### config.mk
export PLATFORM = sky130hd
export DESIGN_NAME = gpio_button_fifo
export DESIGN_NICKNAME = d
export VERILOG_FILES = /design/src/rtl/gpio_button_fifo.sv
export SDC_FILE = /design/constraint.sdc
export NUM_CORES = 1
export LEC_CHECK = 0
export BUFFER_PORTS_ARGS = -buffer_cell sky130_fd_sc_hd__buf_2
export CAP_MARGIN = 40
export CORE_MARGIN = 1
export CORE_UTILIZATION = 52
export DETAILED_ROUTE_END_ITERATION = 12
export PLACE_DENSITY = 0.68
export SYNTH_ARGS = -nofsm -noshare
export SYNTH_HDL_FRONTEND = slang
export SYNTH_SLANG_ARGS = --single-unit
### constraint.sdc
create_clock -name clk -period 4.6 [get_ports clk]
set_input_delay 0.23 -clock clk [delete_from_list [all_inputs] [get_ports clk]]
set_output_delay 0.23 -clock clk [all_outputs]
set_load 0.005 [all_outputs]
### src/rtl/gpio_button_fifo.sv
// fifo_fwft: generic first-word-fall-through FIFO, register-array storage.
// Latency: a push is visible on rd_dat after its edge; rd_dat shows the head with zero read latency.
// Backpressure: rejected writes (full, no pop) pulse drop; pops while empty are ignored.
//
// Ports: clk/rst_n; wr_vld/wr_dat push side; rd_vld pop request; rd_dat head entry (0 when empty);
//        empty/full/count decoded from the count register; drop flags a rejected write this cycle.
module fifo_fwft #(
  parameter int W     = 8,
  parameter int DEPTH = 8
) (
  input  logic                     clk,
  input  logic                     rst_n,
  input  logic                     wr_vld,
  input  logic [W-1:0]             wr_dat,
  input  logic                     rd_vld,
  output logic [W-1:0]             rd_dat,
  output logic                     empty,
  output logic                     full,
  output logic [$clog2(DEPTH):0]   count,
  output logic                     drop
);
  localparam int AW = $clog2(DEPTH);
  localparam logic [31:0] DEPTH_W = DEPTH;
  localparam logic [AW:0] FULL_CNT = DEPTH_W[AW:0];

  logic [W-1:0]  mem [DEPTH];
  logic [AW-1:0] wr_ptr;
  logic [AW-1:0] rd_ptr;
  logic [AW:0]   cnt;
  logic          do_push;
  logic          do_pop;

  assign empty = (cnt == '0);
  assign full  = (cnt == FULL_CNT);
  assign count = cnt;

  // A pop only happens with data present; a full FIFO still accepts a
  // write when a pop frees the head slot on the same edge.
  assign do_pop  = rd_vld & ~empty;
  assign do_push = wr_vld & (~full | do_pop);
  assign drop    = wr_vld & ~do_push;

  // Stale storage is masked so an empty FIFO always presents zero.
  assign rd_dat = empty ? '0 : mem[rd_ptr];

  always_ff @(posedge clk or negedge rst_n) begin
    if (!rst_n) begin
      wr_ptr <= '0;
      rd_ptr <= '0;
      cnt    <= '0;
    end else begin
      if (do_push) wr_ptr <= wr_ptr + AW'(1);
      if (do_pop)  rd_ptr <= rd_ptr + AW'(1);
      case ({do_push, do_pop})
        2'b10:   cnt <= cnt + {{AW{1'b0}}, 1'b1};
        2'b01:   cnt <= cnt - {{AW{1'b0}}, 1'b1};
        default: cnt <= cnt;
      endcase
    end
  end

  // Data contents need no reset; pointers and count define validity.
  always_ff @(posedge clk) begin
    if (do_push) mem[wr_ptr] <= wr_dat;
  end
endmodule

// gpio_button_fifo: synchronise button levels, detect presses, queue one press mask per cycle.
// Latency: a level sampled at edge N is pushed at edge N+SYNC_STAGES; fifo_empty falls after that edge.
// Backpressure: none toward the buttons; a press arriving while full with no pop is dropped and sets overflow.
//
// Ports: clk, rst_n (async active-low); buttons (async levels, 1 = pressed); fifo_rd_en pop;
//        ovf_clr clears overflow; fifo_data head mask (0 when empty); fifo_empty/full/count status;
//        overflow sticky drop flag.
module gpio_button_fifo #(
  parameter int WIDTH       = 3,
  parameter int DEPTH       = 8,
  parameter int SYNC_STAGES = 2
) (
  input  logic                     clk,
  input  logic                     rst_n,
  input  logic [WIDTH-1:0]         buttons,
  input  logic                     fifo_rd_en,
  input  logic                     ovf_clr,
  output logic [WIDTH-1:0]         fifo_data,
  output logic                     fifo_empty,
  output logic                     fifo_full,
  output logic [$clog2(DEPTH):0]   fifo_count,
  output logic                     overflow
);
  logic [WIDTH-1:0] sync_q [SYNC_STAGES];
  logic [WIDTH-1:0] prev_q;
  logic [WIDTH-1:0] rise;
  logic             push_vld;
  logic             drop;

  // Per-bit synchroniser chain followed by the edge-history register.
  // prev_q resets to 0, so a button held through reset release yields one event.
  always_ff @(posedge clk or negedge rst_n) begin
    if (!rst_n) begin
      for (int i = 0; i < SYNC_STAGES; i++) sync_q[i] <= '0;
      prev_q <= '0;
    end else begin
      sync_q[0] <= buttons;
      for (int i = 1; i < SYNC_STAGES; i++) sync_q[i] <= sync_q[i-1];
      prev_q <= sync_q[SYNC_STAGES-1];
    end
  end

  // Whole rise mask is one entry: simultaneous presses share it, releases never push.
  assign rise     = sync_q[SYNC_STAGES-1] & ~prev_q;
  assign push_vld = |rise;

  fifo_fwft #(
    .W     (WIDTH),
    .DEPTH (DEPTH)
  ) u_fifo (
    .clk    (clk),
    .rst_n  (rst_n),
    .wr_vld (push_vld),
    .wr_dat (rise),
    .rd_vld (fifo_rd_en),
    .rd_dat (fifo_data),
    .empty  (fifo_empty),
    .full   (fifo_full),
    .count  (fifo_count),
    .drop   (drop)
  );

  // Sticky drop flag; a drop on the same edge as a clear wins.
  always_ff @(posedge clk or negedge rst_n) begin
    if (!rst_n) begin
      overflow <= 1'b0;
    end else if (drop) begin
      overflow <= 1'b1;
    end else if (ovf_clr) begin
      overflow <= 1'b0;
    end
  end
endmodule

* Word level (Yosys, flattened, before mapping) *
Memories as Yosys holds them, arrays and structs flattened.
Cells that the tools add are included.

cells by class
  add/sub/neg operators = 4
  eq/ne operators = 3
  muxes and demuxes = 6
  bitwise gates (word level) = 9
  reduce and logical (&&, ||, !) cells = 4

operators by type and width
  operator                                          count
  case mux 4 bit (2 select lines)                   1
  adder 3 x 1 -> 3 bit, second input constant       2
  adder 4 x 1 -> 4 bit, second input constant       1
  == test 4 bit, second input constant              1
  zero test 4 bit                                   1
  two-way mux 1 bit                                 4
  nonzero test 2 bit                                2
  subtractor 4 x 1 -> 4 bit, second input constant  1
  AND 1 bit                                         3
  AND 3 bit                                         1
  two-way mux 3 bit                                 1
  NOT 1 bit                                         3
  NOT 3 bit                                         1
  OR reduction 3 bit                                1
  == test 2 x 1 -> 1 bit, second input constant     1
  == test 2 bit, second input constant              1
  OR 1 bit                                          1

word-level totals
  flip-flop bits (word level) = 20
  memory bits (writable) = 24
  input bits = 7
  output and inout bits = 10
  memories = 1

memory list
  memory      words  width  rd ports  clocked after memory_dff  wr ports  line  RTL
  u_fifo.mem  8      3      1         0                         1         26    logic [W-1:0] mem [DEPTH];

* Logic depth before layout (Yosys ltp) *
  word-level depth = 8
  gate-level depth with buffers = 10

* By module *
From an unflattened synthesis, not the netlist that was laid out.

second synthesis, totals
  cell total of the unflattened synthesis = 126
  area, all modules = 1870.5 sq um

by module, submodules not included
  module            instances  cells an instance  area an instance (sq um)  seq. area each (sq um)
  fifo_fwft         1          110                1584.0                    970.9
  gpio_button_fifo  1          16                 286.5                     250.2

* Least setup slack after synthesis *
Ideal clock, no wire load.

  path kind = register to register
  start point = register u_fifo.cnt[1] (netlist: u_fifo.count[1])
  end point = register u_fifo.cnt[3] (netlist: u_fifo.count[3])
  setup time = 0.090 ns
  arrival = 2.588 ns
  setup slack = 1.922 ns
  stages on the path, launching flop included = 10
  buffers on the path = 3
  period minus slack after synthesis = 2.678 ns
  path through = dfrtp_1 -> buf_6 -> or4b_4 -> o32ai_4 -> buf_6 -> ha_1 -> clkbuf_1 -> or4b_2 -> a21o_1 -> o221ai_1

between the ends
  word-level cells in the longest chain between the ends = 7
  elaborated cells between the ends (all ways) = 13
  classes of those cells = 2 x add/sub; 3 x eq/ne; 1 x mux; 5 x bitwise; 2 x reduce/logical

ends and longest elaborated chain
  element                                                                       line  RTL
  start: declaration                                                            29    logic [AW:0] cnt;
  start signal: assignment                                                      55    2'b10: cnt <= cnt + {{AW{1'b0}}, 1'b1};
  start signal: assignment                                                      56    2'b01: cnt <= cnt - {{AW{1'b0}}, 1'b1};
  start signal: assignment                                                      57    default: cnt <= cnt;
  zero test 4 bit                                                               33    assign empty = (cnt == '0);
  NOT 1 bit                                                                     39    assign do_pop = rd_vld & ~empty;
  AND 1 bit                                                                     39
  OR 1 bit                                                                      40    assign do_push = wr_vld & (~full | do_pop);
  AND 1 bit                                                                     40
  == test 2 x 1 -> 1 bit / == test 2 bit (equally long branches)                54    case ({do_push, do_pop})
  case mux 4 bit (2 select lines) / nonzero test 2 bit (equally long branches)  --

Several ways; a longest one is shown, not always the timed one.
A chain may end at the register's enable or synchronous reset.

* Worst setup path after layout *
  start point = register u_fifo.cnt[0] (netlist: u_fifo.count[0])
  end point = register u_fifo.cnt[3] (netlist: u_fifo.count[3])

The elaborated chain is that of the path after synthesis.

==> results.md <==
* Synth area leaders: edfxtp_1 38%, dfrtp_1 26%, mux4_2 7.1%
* Layout net count at 154
* Dpl cells at 177
* Critical Path, Cell by Cell: or4b_4, o32ai_4, ha_1, or3b_2, a2111oi_2, o221ai_1
* Hpwl dp at 2130 microns
* Setup Buffers After CTS at 0
* Register bit total from synthesis at 44
* Die Y at 62.5 microns
* FP Rows at 21
* CTS tree: built
* Gate Count Post-Synth at 121
* Endpoints failing hold at 0
* Fmax at 349 MHz
* Clock Latency Late Sink at 0.36 ns
* Htree depth at 2
* Syn Area/Cell at 15.7 sq um
* Initial Utilization at 0.558
* Gr usage total at 0.183
* Yosys warnings at 0
* IO Pins at 17
* FFs w/ async S/R, synth at 0.455
* Post-route antenna net violation count at 0
* Count leader, synth: edfxtp_1
* Netlist cell types at 40
* CTS sink count at 44
* Synthesized Nets at 133
* Buffers on Ports at 16
* Vias at 1,085
* Total wire length after detailed routing at 3110 microns
* Rel. slew slack at 0.411
* Setup_tns at 0 ns
* CTS Hold Bufs at 4
* Worst-Margin Slew at 0.882 ns
* Period utilisation layout at 0.623
* Die area at 3910 sq um
* Vias in the first global route at 1,081
* Reg clk slew, reported paths at 0.12 ns
* CORE AREA at 3420 sq um
* Status: completed
* Setup-failing EPs final at 0
* Initial antenna violation count at 0
* Met3 global-route usage at 0.0493
* CP startpoint kind: register
* Dominant synthesized flop cell: edfxtp_1
* Total CTS buffers at 5
* Global-route wire length before repair at 5290 microns
* Clk root buf: clkbuf_4
* Layout area overhead at 11.7%
* Worst IR Drop VDD at 310 uV
* Crit path largest cell delay at 0.59 ns
* Routed WL per cell at 16.5 microns
* Bufs on Longest Clock Path at 2
* Most Used Layer, Global Route: met2
* Hold WC Path Type: primary input to register
* Drt first pass iters at 4
* Fin. max-slew vios at 0
* RSZ-0062 raised after global routing: false
* Largest net degree at the start of global routing at 21
* Final cell count without fillers at 189
* GR Util met1 at 0.232
* DR DRC count at 0
* Crit path DAT at 3.10 ns
* GR Layer Usage met2 at 0.296
* Worst Path Required at 4.83 ns
* Endpoint type of the worst setup path: register
* DIE WIDTH at 62.5 microns
* Diodes inserted at 0
* Synth cell count leaders: 24 x edfxtp_1, 20 x dfrtp_1, 8 x inv_1, 6 x mux4_2
* Detailed Route Iter0 Violations at 32
* PD cells at 588 nW/um^2
* Skew final at 0.0142 ns
* Max cap viols at 0
* Via/cell ratio at 5.74
* Top cell type by total area after synthesis: edfxtp_1
* CP bufs+invs at 0
* Post-CTS sizing at 0
* Total grt overflow at 0
* Top delay family on crit path: simple AND/OR/NAND/NOR gates
* CP Max Fanout at 13
* Register area share after synthesis at 0.641
* Critical Path Slowest Stage Cell: or4b_4
* Post-synth EDFFs at 24
* Post-synthesis cell area at 1910 sq um
* Leak Pwr at 0.824 nW
* Share of cells above drive strength 1 at 0.280
* RePlAce Congestion at 0.714
* Min cycle time layout at 2.87 ns
* WS Path Type: register to register
* Top-area cell type share of the netlist area at 0.378
## sequential cells by signal, indices dropped and copies added, names as in the netlist
signal	count
u_fifo.wr_ptr	3
u_fifo.count	4
u_fifo.mem	24
prev_q	3
overflow	1
u_fifo.rd_ptr	3
sync_q	6
## final timing paths
check,start,to,slack (ns),cells after the start
worst max register to register,u_fifo.count[0]$_DFFE_PN0P_,u_fifo.count[3]$_DFFE_PN0P_,1.73,6
max in group asynchronous,rst_n,u_fifo.count[0]$_DFFE_PN0P_,3.93,2
worst max-delay path,u_fifo.count[0]$_DFFE_PN0P_,u_fifo.count[3]$_DFFE_PN0P_,1.73,6
min in group asynchronous,rst_n,u_fifo.wr_ptr[0]$_DFFE_PN0P_,0.34,2
worst min-delay path,ovf_clr,overflow$_DFFE_PN0P_,0.06,2
worst min register to register,sync_q[3]$_DFF_PN0_,sync_q[0]$_DFF_PN0_,0.36,0
## report_power, final
part           leakage (nW)  total [mW]  internal [mW]  switching, mW
clock                0.0418       0.245          0.116          0.129
sequential            0.457       0.617          0.506          0.112
combinational         0.325       0.388          0.222          0.165
total                 0.824        1.25          0.844          0.406
## per-stage QoR
step	total power, mW	area, sq um	hold WS [ns]	setup WS, ns	utilization
finish	1.25	2130	0.0587	1.73	0.623
global route	1.33	2130	0.0521	1.56	0.623
CTS	1.26	2130	0.0419	1.73	0.623
detailed placement	1.02	2000	0.206	1.76	0.587
global placement	0.993	2000	0.199	1.85	0.587
floorplan	0.906	1910	-0.0656	1.92	-
## layout by cell type (no fill, tap or decap), types with 2 or more instances in the layout
master / count
inv_1: 8
nor2b_1: 4
xnor2_1: 5
ha_1: 5
edfxtp_1: 24
a22o_1: 3
nor3_1: 4
dfrtp_1: 20
mux2_2: 3
nor4_1: 2
nand2_1: 2
nand2b_1: 2
or4b_2: 2
nor2_1: 2
buf_2: 16
clkbuf_4: 5
nor4b_1: 2
dlygate4sd3_1: 4
or4_1: 2
mux4_2: 6
## layer usage
| metal | part of all wire | up-vias | wire length, microns |
|---|---|---|---|
| met2 | 0.49 | 28 | 1510 |
| met5 | 0 | - | 0 |
| met1 | 0.45 | 541 | 1390 |
| met4 | 0.022 | 0 | 70 |
| li1 | - | 506 | - |
| met3 | 0.045 | 10 | 139 |
## worst reg2reg max path: stages, from the launching register on
cell	delay, ns
dfrtp_1	0.49
or4b_4	0.59
o32ai_4	0.33
ha_1	0.38
or3b_2	0.49
a2111oi_2	0.30
o221ai_1	0.17
## layout make-up
cell class	count	area, sq um
Clock inverter	3	46.3
Timing Repair Buffer	20	120
Clock buffer	5	37.5
Fill cell	269	1290
Tap cell	46	57.6
Multi-Input combinational cell	63	616
Sequential cell	44	1220
Inverter	8	30.0
## kinds of logic after synthesis
kind of cell,share of synthesized area
AOI/OAI and AO/OA,0.0703
and+or+nand+nor,0.0985
DFF,0.641
adders and majority gates,0.0328
xor gates and xnor gates,0.0276
buffers and inverters,0.0361
muxes,0.0939
Power figures use the tool's default switching activity.
